`src/rtl/as_gpio_wb_arbiter.sv`:
```
// as_gpio_wb_arbiter
//   Two-master Wishbone arbiter in front of the GPIO register port.
//   Master 0 is the CPU data port and master 1 is the DMA/debug master.
//   Masters are served round-robin, and a grant is held for the whole
//   bus cycle (while the owner keeps cyc high). The slave-side signals
//   connect directly to the GPIO wbd* ports.
//
// Optional feature macro: AS_GPIO_ARB_TIMEOUT_EN
//   When this macro is defined, a granted strobe that waits timeout_cycles
//   cycles without an ack is aborted. The owner gets a one-cycle mXErr_o
//   pulse, and the arbiter holds ABORT until that owner drops cyc.
//   When the macro is undefined, there is no counter, ABORT is unreachable,
//   and both err outputs are tied low.
//
// Ports
//   clk_i, rst_i          clock, synchronous active-high reset
//   m{0,1}Addr_i/Dat_i/We_i/Sel_i/Stb_i/Cyc_i   master requests
//   m{0,1}Dat_o/Ack_o     read data / ack, only to the current owner, else 0
//   m{0,1}Err_o           timeout abort pulse
//   sAddr_o..sCyc_o       muxed request to the GPIO slave
//   sDat_i, sAck_i        GPIO read data and ack
//   gnt_o                 one-hot current owner (bit 0 = master 0)
//   busy_o                any grant or abort active
module as_gpio_wb_arbiter #(
  parameter int unsigned addr_width     = 64,
  parameter int unsigned data_width     = 64,
  parameter int unsigned sel_width      = 8,
  parameter int unsigned timeout_cycles = 16
) (
  input  logic                  clk_i,
  input  logic                  rst_i,
  input  logic [addr_width-1:0] m0Addr_i,
  input  logic [data_width-1:0] m0Dat_i,
  output logic [data_width-1:0] m0Dat_o,
  input  logic                  m0We_i,
  input  logic [sel_width-1:0]  m0Sel_i,
  input  logic                  m0Stb_i,
  input  logic                  m0Cyc_i,
  output logic                  m0Ack_o,
  output logic                  m0Err_o,
  input  logic [addr_width-1:0] m1Addr_i,
  input  logic [data_width-1:0] m1Dat_i,
  output logic [data_width-1:0] m1Dat_o,
  input  logic                  m1We_i,
  input  logic [sel_width-1:0]  m1Sel_i,
  input  logic                  m1Stb_i,
  input  logic                  m1Cyc_i,
  output logic                  m1Ack_o,
  output logic                  m1Err_o,
  output logic [addr_width-1:0] sAddr_o,
  output logic [data_width-1:0] sDat_o,
  output logic                  sWe_o,
  output logic [sel_width-1:0]  sSel_o,
  output logic                  sStb_o,
  output logic                  sCyc_o,
  input  logic [data_width-1:0] sDat_i,
  input  logic                  sAck_i,
  output logic [1:0]            gnt_o,
  output logic                  busy_o
);

  if (timeout_cycles == 0) begin : g_bad_timeout
    $error("as_gpio_wb_arbiter: timeout_cycles must be nonzero");
  end

  typedef enum logic [1:0] {
    IDLE  = 2'd0,
    GNT0  = 2'd1,
    GNT1  = 2'd2,
    ABORT = 2'd3
  } state_t;

  state_t state_q, state_d;
  // Last granted master. It resets to 1 so master 0 wins the first contention.
  // While the arbiter is in GNTx or ABORT, this value is also the current or aborted owner.
  logic   last_q;
  logic   owner_cyc;
  logic   owner_stb;
  logic   timeout_hit;

  assign owner_cyc = last_q ? m1Cyc_i : m0Cyc_i;
  assign owner_stb = last_q ? m1Stb_i : m0Stb_i;

`ifdef AS_GPIO_ARB_TIMEOUT_EN
  localparam int unsigned CW = $clog2(timeout_cycles + 1);

  logic [CW-1:0] to_cnt_q;
  logic          in_gnt;

  assign in_gnt = (state_q == GNT0) || (state_q == GNT1);

  // The counter holds the number of stalled strobe cycles already seen.
  // The cycle that would make the count reach timeout_cycles is the abort cycle.
  assign timeout_hit = in_gnt && owner_cyc && owner_stb && !sAck_i &&
                       (to_cnt_q == CW'(timeout_cycles - 1));

  always_ff @(posedge clk_i) begin
    if (rst_i) begin
      to_cnt_q <= '0;
    end else if (!in_gnt || (state_d != state_q) || sAck_i) begin
      to_cnt_q <= '0;
    end else if (owner_stb) begin
      to_cnt_q <= to_cnt_q + CW'(1);
    end
  end

  assign m0Err_o = timeout_hit && !last_q;
  assign m1Err_o = timeout_hit &&  last_q;
`else
  assign timeout_hit = 1'b0;
  assign m0Err_o     = 1'b0;
  assign m1Err_o     = 1'b0;
`endif

  always_ff @(posedge clk_i) begin
    if (rst_i) begin
      state_q <= IDLE;
      last_q  <= 1'b1;
    end else begin
      state_q <= state_d;
      if (state_d == GNT0) begin
        last_q <= 1'b0;
      end else if (state_d == GNT1) begin
        last_q <= 1'b1;
      end
    end
  end

  always_comb begin
    state_d = state_q;
    unique case (state_q)
      IDLE: begin
        if (m0Cyc_i && m1Cyc_i) begin
          state_d = last_q ? GNT0 : GNT1;
        end else if (m0Cyc_i) begin
          state_d = GNT0;
        end else if (m1Cyc_i) begin
          state_d = GNT1;
        end
      end
      // A release goes straight to the waiting master so that no dead cycle appears between owners.
      GNT0: begin
        if (!m0Cyc_i) begin
          state_d = m1Cyc_i ? GNT1 : IDLE;
        end else if (timeout_hit) begin
          state_d = ABORT;
        end
      end
      GNT1: begin
        if (!m1Cyc_i) begin
          state_d = m0Cyc_i ? GNT0 : IDLE;
        end else if (timeout_hit) begin
          state_d = ABORT;
        end
      end
      ABORT: begin
        if (!owner_cyc) begin
          state_d = IDLE;
        end
      end
      default: state_d = IDLE;
    endcase
  end

  always_comb begin
    sAddr_o = '0;
    sDat_o  = '0;
    sWe_o   = 1'b0;
    sSel_o  = '0;
    sStb_o  = 1'b0;
    sCyc_o  = 1'b0;
    m0Dat_o = '0;
    m1Dat_o = '0;
    m0Ack_o = 1'b0;
    m1Ack_o = 1'b0;
    gnt_o   = 2'b00;
    busy_o  = 1'b0;
    unique case (state_q)
      GNT0: begin
        sAddr_o = m0Addr_i;
        sDat_o  = m0Dat_i;
        sWe_o   = m0We_i;
        sSel_o  = m0Sel_i;
        sStb_o  = m0Stb_i;
        sCyc_o  = m0Cyc_i;
        m0Dat_o = sDat_i;
        m0Ack_o = sAck_i;
        gnt_o   = 2'b01;
        busy_o  = 1'b1;
      end
      GNT1: begin
        sAddr_o = m1Addr_i;
        sDat_o  = m1Dat_i;
        sWe_o   = m1We_i;
        sSel_o  = m1Sel_i;
        sStb_o  = m1Stb_i;
        sCyc_o  = m1Cyc_i;
        m1Dat_o = sDat_i;
        m1Ack_o = sAck_i;
        gnt_o   = 2'b10;
        busy_o  = 1'b1;
      end
      ABORT: begin
        busy_o = 1'b1;
      end
      default: ;
    endcase
  end

endmodule
```
`config.mk`:
```
export PLATFORM = sky130hd
export DESIGN_NAME = as_gpio_wb_arbiter
export DESIGN_NICKNAME = d
export VERILOG_FILES = /design/src/rtl/as_gpio_wb_arbiter.sv
export SDC_FILE = /design/constraint.sdc
export NUM_CORES = 1
export LEC_CHECK = 0
export BUFFER_PORTS_ARGS = -buffer_cell sky130_fd_sc_hd__buf_4
export CORE_AREA = 2 2 239 241
export CTS_BUF_LIST = sky130_fd_sc_hd__clkbuf_2
export CTS_CLUSTER_DIAMETER = 200
export DETAILED_ROUTE_END_ITERATION = 6
export DIE_AREA = 0 0 241 243
export GPL_TIMING_DRIVEN = 0
export SYNTH_ARGS = -nofsm -noshare
export SYNTH_HDL_FRONTEND = slang
export SYNTH_SLANG_ARGS = --single-unit
```
`constraint.sdc`:
```
create_clock -name clk_i -period 5.56 [get_ports clk_i]
set_input_delay 1.112 -clock clk_i [delete_from_list [all_inputs] [get_ports clk_i]]
set_output_delay 1.112 -clock clk_i [all_outputs]
set_load 0.005 [all_outputs]
```
==> results of run 1 <==
cell usage after synthesis (2+ instances only):
master	number	share of area (%)
sky130_fd_sc_hd__a21oi_1	3	0.45
sky130_fd_sc_hd__a22oi_1	139	31
sky130_fd_sc_hd__and2_1	130	24
sky130_fd_sc_hd__buf_2	27	4.0
sky130_fd_sc_hd__buf_4	6	1.3
sky130_fd_sc_hd__buf_6	2	0.67
sky130_fd_sc_hd__clkbuf_1	28	3.1
sky130_fd_sc_hd__dfxtp_1	3	1.8
sky130_fd_sc_hd__ha_1	7	2.6
sky130_fd_sc_hd__inv_1	5	0.56
sky130_fd_sc_hd__mux2i_1	3	0.89
sky130_fd_sc_hd__nand2_1	3	0.34
sky130_fd_sc_hd__nand2b_1	2	0.37
sky130_fd_sc_hd__nor2_1	4	0.45
sky130_fd_sc_hd__nor2b_1	139	26
sky130_fd_sc_hd__o21ai_0	2	0.30
sky130_fd_sc_hd__o22ai_1	2	0.37
layer usage:
metal / vias up / GRT usage [%]
met1: 2827 / 10.7
met4: 4 / 2.25
met2: 409 / 18.2
li1: 3013 / -
met5: - / 0
met3: 23 / 1.76
sequential cells by signal (all words and copies together) (netlist names):
register,count
state_q,2
last_q,1
path summary, 6_finish.rpt:
kind | start | to | cells after the start
worst min register to register | last_q | last_q | 2
worst min-delay path | last_q | last_q | 2
worst max-delay path | state_q[1] | sAddr_o[36] | 6
worst max register to register | state_q[1] | last_q | 8
critical path, stage by stage, from the launching register on:
cell                       delay, ns
sky130_fd_sc_hd__dfxtp_1        0.48
sky130_fd_sc_hd__inv_1          0.13
sky130_fd_sc_hd__ha_1           0.43
sky130_fd_sc_hd__buf_2          0.43
sky130_fd_sc_hd__clkbuf_1       0.79
sky130_fd_sc_hd__nor2b_1        0.49
sky130_fd_sc_hd__buf_4          0.20
stage by stage:
step | std cells | utilization [%] | area [sq um] | power [mW] | hold slack, ns
floorplan | 513 | - | 3360 | 0.876 | 0.541
global placement | 1883 | 15.9 | 8920 | 1.93 | 0.608
detailed placement | 1883 | 15.9 | 8920 | 1.93 | 0.609
CTS | 1887 | 16.0 | 8940 | 1.97 | 0.625
global route | 1888 | 16.0 | 8940 | 2.10 | 0.672
finish | 1889 | 16.0 | 8940 | 1.92 | 0.625
cells by family (layout without fill, tap and decap cells):
kind of cell             after synthesis  count (layout)  share of synthesized area, %
AO/OA/AOI/OAI                        149             149                          32.8
other                                  1               4                         0.112
multiplexers                           3               3                         0.894
buffers and inverters                 69             687                          9.87
AND/OR/NAND/NOR                      280             280                          51.9
adder cells (fa/ha/maj)                7               7                          2.61
flip-flops                             3               3                          1.79
report_power, final:
part | internal, mW | switching [mW] | total (mW)
sequential | 0.0281 | 0.0129 | 0.0411
combinational | 0.933 | 0.911 | 1.84
clock | 0.0190 | 0.0132 | 0.0322
total | 0.980 | 0.937 | 1.92
final cells by class:
type | count | area [sq um]
flip-flops and latches | 3 | 60.1
repair buffers | 614 | 4610
well taps | 756 | 946
clock buffers | 4 | 20.0
inverters | 5 | 18.8
diodes | 2 | 5.00
multi-input cells | 441 | 2970
fillers | 6496 | 47000
plain buffers | 64 | 313
cell usage in the layout, fill, tap and decap left out, drive strengths merged:
master,count
a31oi,1
and2,130
nand2,3
ha,7
a22o,1
clkbuf,33
nor2b,140
mux2i,3
buf,649
nand2b,2
diode,2
a21oi,3
nor2,4
inv,5
o22ai,2
nand4b,1
dfxtp,3
a22oi,139
conb,2
o21ai,3
==> flow_results.org, run 1 <==
** Synthesis
- The share of the Yosys chip area taken by registers is between 1.5 and 2%.
- Fraction of registers with async set/reset :: 0%
- Counting flops with a built-in enable in the synthesized netlist gives 0.
- The average instance in the mapped netlist occupies between 6 and 7 sq um.
- During synthesis, Yosys emitted a total of 0 warnings.
- Among all flip-flop cells after synthesis, the most frequent one is sky130_fd_sc_hd__dfxtp_1.
- Synthesis inferred 3 register bits.
- Netlist area before placement :: 3360 sq um
- Counting distinct cell types in the post-synthesis netlist gives 24.
- Synthesis produced 512 cells.

** Timing
- Of the available clock period, the critical path in the final layout requires 77.2%.
- Final setup viols :: 0
- The clock arrives with 0.00573 ns of skew.
- The number of endpoints with negative hold slack in the final report is 0.
- The worst pin sits at a relative slew slack of 33.6%.
- At the pin with the least slew margin, the transition time is 0.996 ns.
- The max-slew violation count is 0.
- Final worst-path setup slack :: 1.27 ns
- Setup total negative slack on the finished layout was measured at 0 ns.
- Setup repair after global routing left no endpoint under its margin.
- Static timing analysis puts the maximum clock frequency at 233 MHz.
- After layout, the minimum clock period comes to 4.29 ns.

** Clock tree
- After clock tree synthesis, the repair step resized 0 gates.
- Buffer cell driving the clock tree root :: sky130_fd_sc_hd__clkbuf_2
- Max Root-Sink Buffers :: 2
- Post-CTS setup buffer count :: 0
- The number of hold buffers added after CTS was 0.
- Worst-Skew Late Latency :: between 0.2 and 0.25 ns
- H-tree levels :: 1
- Sink Count :: 3
- CTS clk-pin slew, worst paths :: 0.05 ns
- TritonCTS built the clock tree.
- Cts bufs inserted :: 3

** Placed design
- Buffers on Ports :: 614
- Post-Place Setup Slack :: 1.28 ns
- The HPWL after detailed placement is around 27 mm.
- The congestion estimate from routability-driven global placement came to 0.832.

** Worst setup path
- For the worst setup path, the data required time is between 4 and 5 ns.
- Category of the worst setup path launch point :: flip-flop
- Register-to-register setup slack :: 3.27 ns
- Of all nets on the critical path, the largest fanout is 10.
- Kind of end point of the critical path :: output port
- The worst setup path is of the reg -> out kind.
- Crit path arrival time :: approximately 3.2 ns

** Detailed routing
- Met3 wire len :: around 2.7 mm
- M1 wire length :: 12.0 mm
- The pre-antenna-repair detailed-routing pass consisted of 4 iterations.
- Antenna Nets Post-Route :: 0
- Signal routing reaches up to met5.
- In the routed layout, each cell is associated on average with a via count of between 3 and 4.
- Summed over all nets, wire length on met2 after detailed routing comes to 16.1 mm.
- Violation count after the first detailed-routing iteration :: 338
- Wire length after detailed routing :: approximately 31 mm
- In the routed design, unresolved DRC markers number 0.
- Via count :: 6276
- After detailed routing, the average wire length per cell comes to 16.6 microns.

** Global routing
- Entering global routing, the biggest net connects 11 pins.
- For this run the aggregate overflow at the end of global routing stands at 0.
- The number of antenna violations at the first check in global routing was 6.
- Number of global-route vias before repair :: just over 6000
- Global-route total usage across every layer :: 9.53%
- The first global-routing pass estimated about 41 mm of wire.

** Outcome
- The flow ran to the end, and the final reports show no timing, DRC or antenna violations.

** Power and ir drop
- For this design the ratio of total power to cell area is roughly 210 nW/um^2.
- VDD sags by at most 0.101 mV.
- Static leakage :: 4.25 nW

** Floorplanning
- The initialized floorplan defines 87 standard-cell rows.
- Total die area :: about 59000 sq um
- Area of the placeable core :: 56000 sq um
- Measured along the x axis, the die boundary spans 241 microns.
- just over 600 I/O pins were placed.
- Vertical extent of the die :: 243 microns
- Starting utilization of the core area :: 6.00%

** Layout
- Cells with a size suffix above 1 make up 57.9% of the layout.
- Final-stage net count :: 1484
- Area added between synthesis and finish :: 166%

** Worst hold path
- Worst hold-check path type :: reg -> reg

** Run
- Across the run, the number of max-cap violations was 0.
(Power assumes the default switching activity.)
==> run 2: changes to the inputs <==
- CORE_AREA: 2 2 239 241 -> 2 2 244 246
- DIE_AREA: 0 0 241 243 -> 0 0 246 248
- clock period: 5.56 -> 4.1 ns (I/O delays scaled with it)
==> run 2 against run 1 <==
Non-clock buffer count stayed put. Wire length is 18% higher. Combinational power is 39% higher. Register-to-register slack worse by 1.6 ns. Clock power is 34% higher. Count of clock-buffer cells in the layout stayed put. Final cell count is 1.0% higher. Total power is 38% higher. Worst hold slack hardly changed. Clock skew is 0.0054 ns lower. Setup slack worse by 0.64 ns. First-iteration DRC count is 37% lower. Critical path type unchanged. Highest routed layer unchanged.
==> flow_results.org, run 2 (synthesis gave the netlist of run 1 again) <==
** Outcome
- The flow ran to the end, and the final reports show no timing, DRC or antenna violations.

** Worst setup path
- The critical path goes through inv_1, ha_1, buf_2, buf_2, a22oi_1, nor2b_1, buf_4.
- Delay of the slowest cell on the worst path :: 0.49 ns (-0.30 ns)
- Kind of end point of the critical path :: output port
- R2r endpoint :: last_q
- Startpoint of the worst-slack reg-to-reg timing path :: state_q[0]
- Worst path bufs/invs :: 4 (unchanged)
- Crit path kind :: reg -> out
- Crit path arrival time :: 2.65 ns (-0.53 ns)
- For this design, the slowest cell found on the critical path is sky130_fd_sc_hd__ha_1.
- Register-to-register setup slack :: 1.64 ns (-1.63 ns)
- Required time reported for the critical path endpoint :: 3.28 ns (-1.17 ns)
- Peak fanout along the critical path :: 10 (unchanged)
- Dominant delay contributor by cell family on the critical path :: buffers and inverters
- Number of cells on the worst reg-to-reg path :: 9 (+1)
- STA classifies the critical path startpoint as a flip-flop.
- Most frequent CP cell :: sky130_fd_sc_hd__buf_2

** Floorplanning
- The die span in y is 248 microns (+2.1%).
- Site row count :: 89 (+2.3%)
- The placeable core region is 58500 sq um (+4.5%).
- The effective utilization at floorplan came to 5.74% (-0.26 points).
- Die W :: 246 microns (+2.1%)
- Number of top-level pins :: 619 (unchanged)
- The full die area was 61000 sq um (+4.2%).

** Detailed routing
- Average wire per standard cell :: 19.4 microns (+17%)
- Wire length after detailed routing :: 37.1 mm (+18%)
- The number of DRC violations after detailed routing was 0 (unchanged).
- The remaining antenna violation count after routing came to 0 (unchanged).
- First-pass detailed-route iteration total :: 4 (unchanged)
- Via count :: 6390 (+1.8%)
- Violation count after the first detailed-routing iteration :: 213 (-37%)
- Via-to-Cell Ratio :: 3.35 (+0.80%)

** Layout
- The final standard cell count with taps included and fillers excluded was 1908 (+1.0%).
- Most common cell after layout, fill and taps aside :: sky130_fd_sc_hd__buf_4
- In the final layout, the registers with the most flip-flops are state_q x2, last_q x1.
- Area added between synthesis and finish :: 167%
- Ratio of cells with drive above 1 in the final layout :: 57.9% (unchanged)
- Commonest cells after routing, fill and taps aside :: sky130_fd_sc_hd__buf_4 (620), sky130_fd_sc_hd__a22oi_1 (139), sky130_fd_sc_hd__nor2b_1 (139), sky130_fd_sc_hd__and2_1 (130), sky130_fd_sc_hd__clkbuf_1 (28)
- Largest register FFs :: 2 (unchanged)
- Filler cell count :: 6813 (+4.9%)
- Most flops, register :: state_q
- The net count reported at finish was 1484 (unchanged).

** Global routing
- Maximum number of pins on one net before global-route repair :: 11 (unchanged)
- The global-route wire length before repair came to 46.6 mm (+14%).
- The number of antenna violations at the first check in global routing is 8 (+2).
- The aggregate global routing overflow was 0 (unchanged).
- Global-route total usage across every layer :: 10.9% (+1.4 points)
- The via count of the first global-routing pass came to 6247 (+2.0%).

** Placed design
- The sum of net half-perimeters after detailed placement is 33.2 mm (+23%).
- Global placer's final weighted congestion :: 0.865 (+4.0%)
- Buffers on Ports :: 614 (unchanged)
- The cell total after placement was 1900 (+0.90%).
- Post-Place Setup Slack :: 0.663 ns (-0.616 ns)

** Clock tree
- Number of instances resized during post-cts repair :: 0 (unchanged)
- The clock sink total is 3 (unchanged).
- Hold buffer count at cts :: 0 (unchanged)
- Post-CTS setup buffer count :: 0 (unchanged)
- H-tree levels :: 1 (unchanged)
- Worst-Skew Late Latency :: 0.21 ns (about the same)
- Buffer cell driving the clock tree root :: sky130_fd_sc_hd__clkbuf_2
- TritonCTS built the clock tree.
- The clock-pin transition on the worst setup and hold timing paths came to 0.04 ns (about the same).
- Cts bufs inserted :: 3 (unchanged)
- Max Root-Sink Buffers :: 2 (unchanged)

** Timing
- Rel. slew slack :: 58.7% (+25 points)
- Total Negative Setup Slacks :: 0 ns (unchanged)
- Setup repair after global routing left no endpoint under its margin.
- Hold WS :: 0.625 ns (-0.0000100 ns)
- Final critical delay including setup and external delays :: about 3.5 ns
- Slew at the pin closest to its max-slew limit :: 0.619 ns (-0.377 ns)
- Setup Skew :: 0.000353 ns (-0.00538 ns)
- The number of endpoints failing setup at the final stage was 0 (unchanged).
- Number of max-slew violations in the final report :: 0 (unchanged)
- Fmax :: roughly 290 MHz
- The slack of the critical path came to 0.626 ns (-0.639 ns).
- The number of endpoints with negative hold slack in the final report was 0 (unchanged).
- Period Utilization, post-route :: between 80 and 90%

** Power and ir drop
- Logic gate share of total power :: 96.3% (about the same)
- The switching power of the nets was 1.32 mW (+41%).
- Clock power frac :: 1.6% (about the same)
- The internal power is 1.33 mW (+36%).
- The post-route total power is 2.65 mW (+38%).
- The fraction of power spent switching nets was 49.8% (+0.95 points).
- Worst voltage drop across the vdd grid :: 0.139 mV (+37%)
- The power density over the cells was 296 nW/um^2 (+38%).
- Static leakage :: 4.25 nW (about the same)
- The power share of the sequential group was 2.1% (about the same).

** Worst hold path
- The startpoint identified for the worst hold timing path is last_q.
- The min-delay analysis places its worst path in the category reg -> reg.
- Capture endpoint of the worst hold path :: last_q
- The hold-critical path depth came to 2 (unchanged).

** Run
- The number of max-capacitance violations reported came to 0 (unchanged).
[run 2: worst max-delay path by stage]
stage | start | endpoint | slack, ns | cells after the start
2_1_floorplan | state_q[0] | sAddr_o[0] | 1.91 | 5
3_3_place_gp | state_q[1] | sCyc_o | 0.68 | 6
3_5_place_dp | state_q[0] | sCyc_o | 0.66 | 7
4_1_cts | state_q[0] | sCyc_o | 0.41 | 7
5_1_grt | state_q[0] | sCyc_o | 0.38 | 7
6_report | state_q[0] | sDat_o[59] | 0.63 | 7
[run 2: tightest hold or removal path: stages (launching register included)]
cell                       delay, ns
sky130_fd_sc_hd__dfxtp_1        0.36
sky130_fd_sc_hd__mux2i_1        0.15
sky130_fd_sc_hd__nand2b_1       0.06
[run 2: power groups by stage]
stage          sequential (mW)  clock (mW)  combinational (mW)
2_1_floorplan           0.0506           0                1.14
3_3_place_gp            0.0566           0                2.61
3_5_place_dp            0.0559           0                2.61
4_1_cts                 0.0554      0.0452                2.62
5_1_grt                 0.0582      0.0481                2.79
6_report                0.0560      0.0430                2.55
[run 2: routing by layer]
layer  up-vias  track usage, %  wire, microns
met4         4            3.12           1050
met1      2891            12.4          14200
met2       439            20.0          18300
met3        39            2.88           3530
met5         -               0             20
li1       3017               -              -
[run 2: cell type report]
cell class / count / area (sq um) / area share, %
repair buffers: 614 / 4610 / 51.4
multi-input cells: 441 / 2970 / 33.1
well taps: 773 / 967 / 10.8
plain buffers: 64 / 313 / 3.49
flip-flops and latches: 3 / 60.1 / 0.670
clock buffers: 4 / 20.0 / 0.223
inverters: 5 / 18.8 / 0.209
diodes: 4 / 10.0 / 0.112
[run 2: per-stage QoR]
step,utilization (%),area [sq um]
final,15.3,8970
after detailed placement,15.3,8940
after CTS,15.3,8960
after global routing,15.3,8970
after global placement,15.3,8940
after floorplan,-,3360
==> run 3: changes to the inputs <==
- CORE_AREA: 2 2 244 246 -> 2 2 239 241
- DIE_AREA: 0 0 246 248 -> 0 0 241 243
- clock period: 4.1 -> 2.96 ns (I/O delays scaled with it)
==> run 3 against run 2 <==
Sequential power up 41%. Via count fell by 2.1%. Clock skew increased by 0.0052 ns. Register-to-register slack worse by 0.84 ns. Highest routed layer unchanged. Worst hold slack got worse by 0.055 ns. Wire length down 16%. Critical path depth did not move. Core utilization is 0.82 points higher. Count of clock-buffer cells in the layout unchanged. Cell area up 0.81%. Flip-flop and latch count is the same. Setup slack lost 0.45 ns.
==> flow_results.org, run 3 (synthesis gave the netlist of run 1 again) <==
** Outcome
- The flow ran to the end, and the final reports show no timing, DRC or antenna violations.

** Run
- Count of maximum capacitance violations :: 0 (unchanged)

** Worst setup path
- The cell family contributing the most delay on the critical path is buffers and inverters.
- The biggest cell delay along the critical path was 0.45 ns (-0.04 ns).
- The number of buffers and inverters on the critical path is 4 (unchanged).
- The worst setup path is of the reg -> out kind.
- The critical path depth in cells came to 7 (unchanged).
- Number of cells on the worst reg-to-reg path :: 9 (unchanged)
- The data required time of the worst path came to 2.37 ns (-0.91 ns).
- In this run the critical register-to-register path is captured at last_q.
- STA classifies the critical path startpoint as a flip-flop.
- Series of cell instances along the critical path :: inv_1, ha_4, buf_4, buf_2, a22oi_1, nor2b_1, buf_4
- Kind of end point of the critical path :: output port
- The startpoint identified for the worst register-to-register timing path is state_q[0].
- Most frequent CP cell :: sky130_fd_sc_hd__buf_4
- The endpoint arrival time on the critical path was 2.19 ns (-0.46 ns).
- Among all stages on the critical path, the largest delay is contributed by sky130_fd_sc_hd__dfxtp_1.
- The flop-to-flop setup slack came to 0.80 ns (-0.84 ns).
- Peak fanout along the critical path :: 10 (unchanged)

** Detailed routing
- Via-to-Cell Ratio :: 3.31 (-1.1%)
- Wire length after detailed routing :: 31.3 mm (-16%)
- The remaining antenna violation count after routing is 0 (unchanged).
- DRC violation count after routing :: 0 (unchanged)
- The average detailed-routed wire length per instance came to 16.6 microns (-15%).
- Violation count after the first detailed-routing iteration :: 307 (+44%)
- First-pass detailed-route iteration total :: 5 (+1)
- Via count :: 6256 (-2.1%)

** Timing
- Fin. Hold Viols :: 0 (unchanged)
- The number of endpoints failing setup at the final stage is 0 (unchanged).
- Subtracting the final worst setup slack from the clock period gives 2.79 ns.
- Based on the critical path, the design can be clocked at up to 359 MHz.
- Number of max-slew violations in the final report :: 0 (unchanged)
- Period Utilization, post-route :: a little over nine tenths
- Setup repair after global routing could not meet its margin everywhere.
- The setup TNS came to 0 ns (unchanged).
- The maximum clock skew at final layout is 0.00560 ns (+0.00525 ns).

** Layout
- In the layout the commonest cells are sky130_fd_sc_hd__buf_4 (622), sky130_fd_sc_hd__a22oi_1 (138), sky130_fd_sc_hd__nor2b_1 (135), sky130_fd_sc_hd__and2_1 (130), sky130_fd_sc_hd__buf_2 (20).
- Core occupancy in the finished layout :: 16.2% (+0.82 points)
- The library cell used most frequently in the layout, excluding fill and tap cells, is sky130_fd_sc_hd__buf_4.
- The area growth from synthesis to layout is 169%.
- The flip-flop count of the largest register after layout was 2 (unchanged).
- The largest registers in the layout are state_q x2, last_q x1.
- Most flops, register :: state_q
- Ratio of cells with drive above 1 in the final layout :: 59.6% (+1.7 points)
- Filler cell count :: 6481 (-4.9%)
- The area occupied by registers was 61.3 sq um (+2.1%).
- The area of all placed cells without fillers came to 9040 sq um (+0.81%).
- The total area of multi-input combinational cells came to 3020 sq um (+1.7%).
- Final-stage net count :: 1483 (-0.067%)

** Worst hold path
- The worst hold path terminates at state_q[1].
- Cell count of the worst hold path :: 2 (unchanged)
- Min-delay src :: rst_i
- Worst hold-check path type :: in -> reg

** Clock tree
- H-tree levels :: 1 (unchanged)
- The quantity of hold-fixing buffers added after cts is 0 (unchanged).
- CTS clk-pin slew, worst paths :: 0.05 ns (about the same)
- Max Root-Sink Buffers :: 2 (unchanged)
- Buffer cell driving the clock tree root :: sky130_fd_sc_hd__clkbuf_2
- Post-CTS setup buffer count :: 0 (unchanged)
- Sink Count :: 3 (unchanged)
- TritonCTS clock tree :: built
- The CTS buffer count is 3 (unchanged).
- Worst-Skew Late Latency :: 0.21 ns (about the same)

** Floorplanning
- The effective utilization at floorplan came to 6.00% (+0.26 points).
- The full die area came to 58600 sq um (-4.0%).
- Site row count :: 87 (-2.2%)
- The die span in y is 243 microns (-2.0%).
- The width of the die was 241 microns (-2.0%).
- Area of the placeable core :: 56000 sq um (-4.3%)
- Number of top-level pins :: 619 (unchanged)

** Global routing
- Maximum number of pins on one net before global-route repair :: 20 (+9)
- The via count of the first global-routing pass was 6118 (-2.1%).
- The aggregate global routing overflow is 0 (unchanged).
- The overall track demand over capacity in global routing is 9.53% (-1.4 points).
- Initial antenna violation count :: 5 (-3)
- First-pass GRT wire length :: 40.9 mm (-12%)

** Placed design
- Buffers on Ports :: 614 (unchanged)
- Area of placed instances :: 8920 sq um (-0.24%)
- The last weighted congestion value of the routability-driven placer was 0.832 (-3.8%).
- The sum of net half-perimeters after detailed placement was 27.1 mm (-18%).

** Power and ir drop
- The static leakage came to 4.30 nW (+1.2%).
- Worst voltage drop across the vdd grid :: 0.270 mV (+95%)
- Tot Pwr :: 3.69 mW (+39%)
- Power Density :: 408 nW/um^2 (+38%)
==> run 3: cell count changes in the layout (fill, tap and decap cells not counted), sizes merged <==
cell / delta
clkbuf: +1
buf: -2
diode: -2
==> run 3: worst max-delay path by stage <==
stage	startpoint	slack [ns]	endpoint
2_1_floorplan	state_q[0]	0.99	sAddr_o[0]
3_3_place_gp	state_q[1]	-0.80	sAddr_o[33]
3_5_place_dp	state_q[0]	-0.80	sAddr_o[33]
4_1_cts	state_q[0]	0.02	sAddr_o[32]
5_1_grt	state_q[0]	-0.02	sDat_o[58]
6_report	state_q[0]	0.17	sDat_o[58]
==> run 3: per-stage QoR <==
step / hold slack (ns) / cells / setup WS (ns)
6_report: 0.570 / 1888 / 0.175
5_1_grt: 0.558 / 1887 / -0.0166
4_1_cts: 0.554 / 1886 / 0.0159
3_5_place_dp: 0.609 / 1883 / -0.801
3_3_place_gp: 0.608 / 1883 / -0.801
2_1_floorplan: 0.541 / 513 / 0.995
==> run 3: routing by layer <==
layer,global-route usage [%],part of all wire (%),vias to the layer above
li1,-,-,3010
met1,10.7,38,2823
met2,18.2,52,399
met3,1.74,8.8,20
met4,2.14,1.4,4
met5,0,0.070,-
==> run 3: final cells by class <==
class	count	share of cell area (%)
plain buffers	63	3.99
clock buffers	4	0.221
repair buffers	614	51.0
inverters	5	0.208
well taps	756	10.5
multi-input cells	441	33.4
diodes	2	0.0554
flip-flops and latches	3	0.678
==> run 3: timing repair <==
action | 4_1_cts | 5_1_grt
endpoints found under the setup margin | 112 | 33
gates resized for setup | 21 | 21
hold endpoints to repair | 0 | 0
pin swaps | 0 | 0
cloned | 0 | 0
==> run 3: report_power, final <==
part           switching [mW]  leakage (nW)  internal (mW)
logic                    1.72          4.26           1.83
registers              0.0250        0.0251         0.0538
clock network          0.0249        0.0166         0.0357
total                    1.77          4.30           1.92
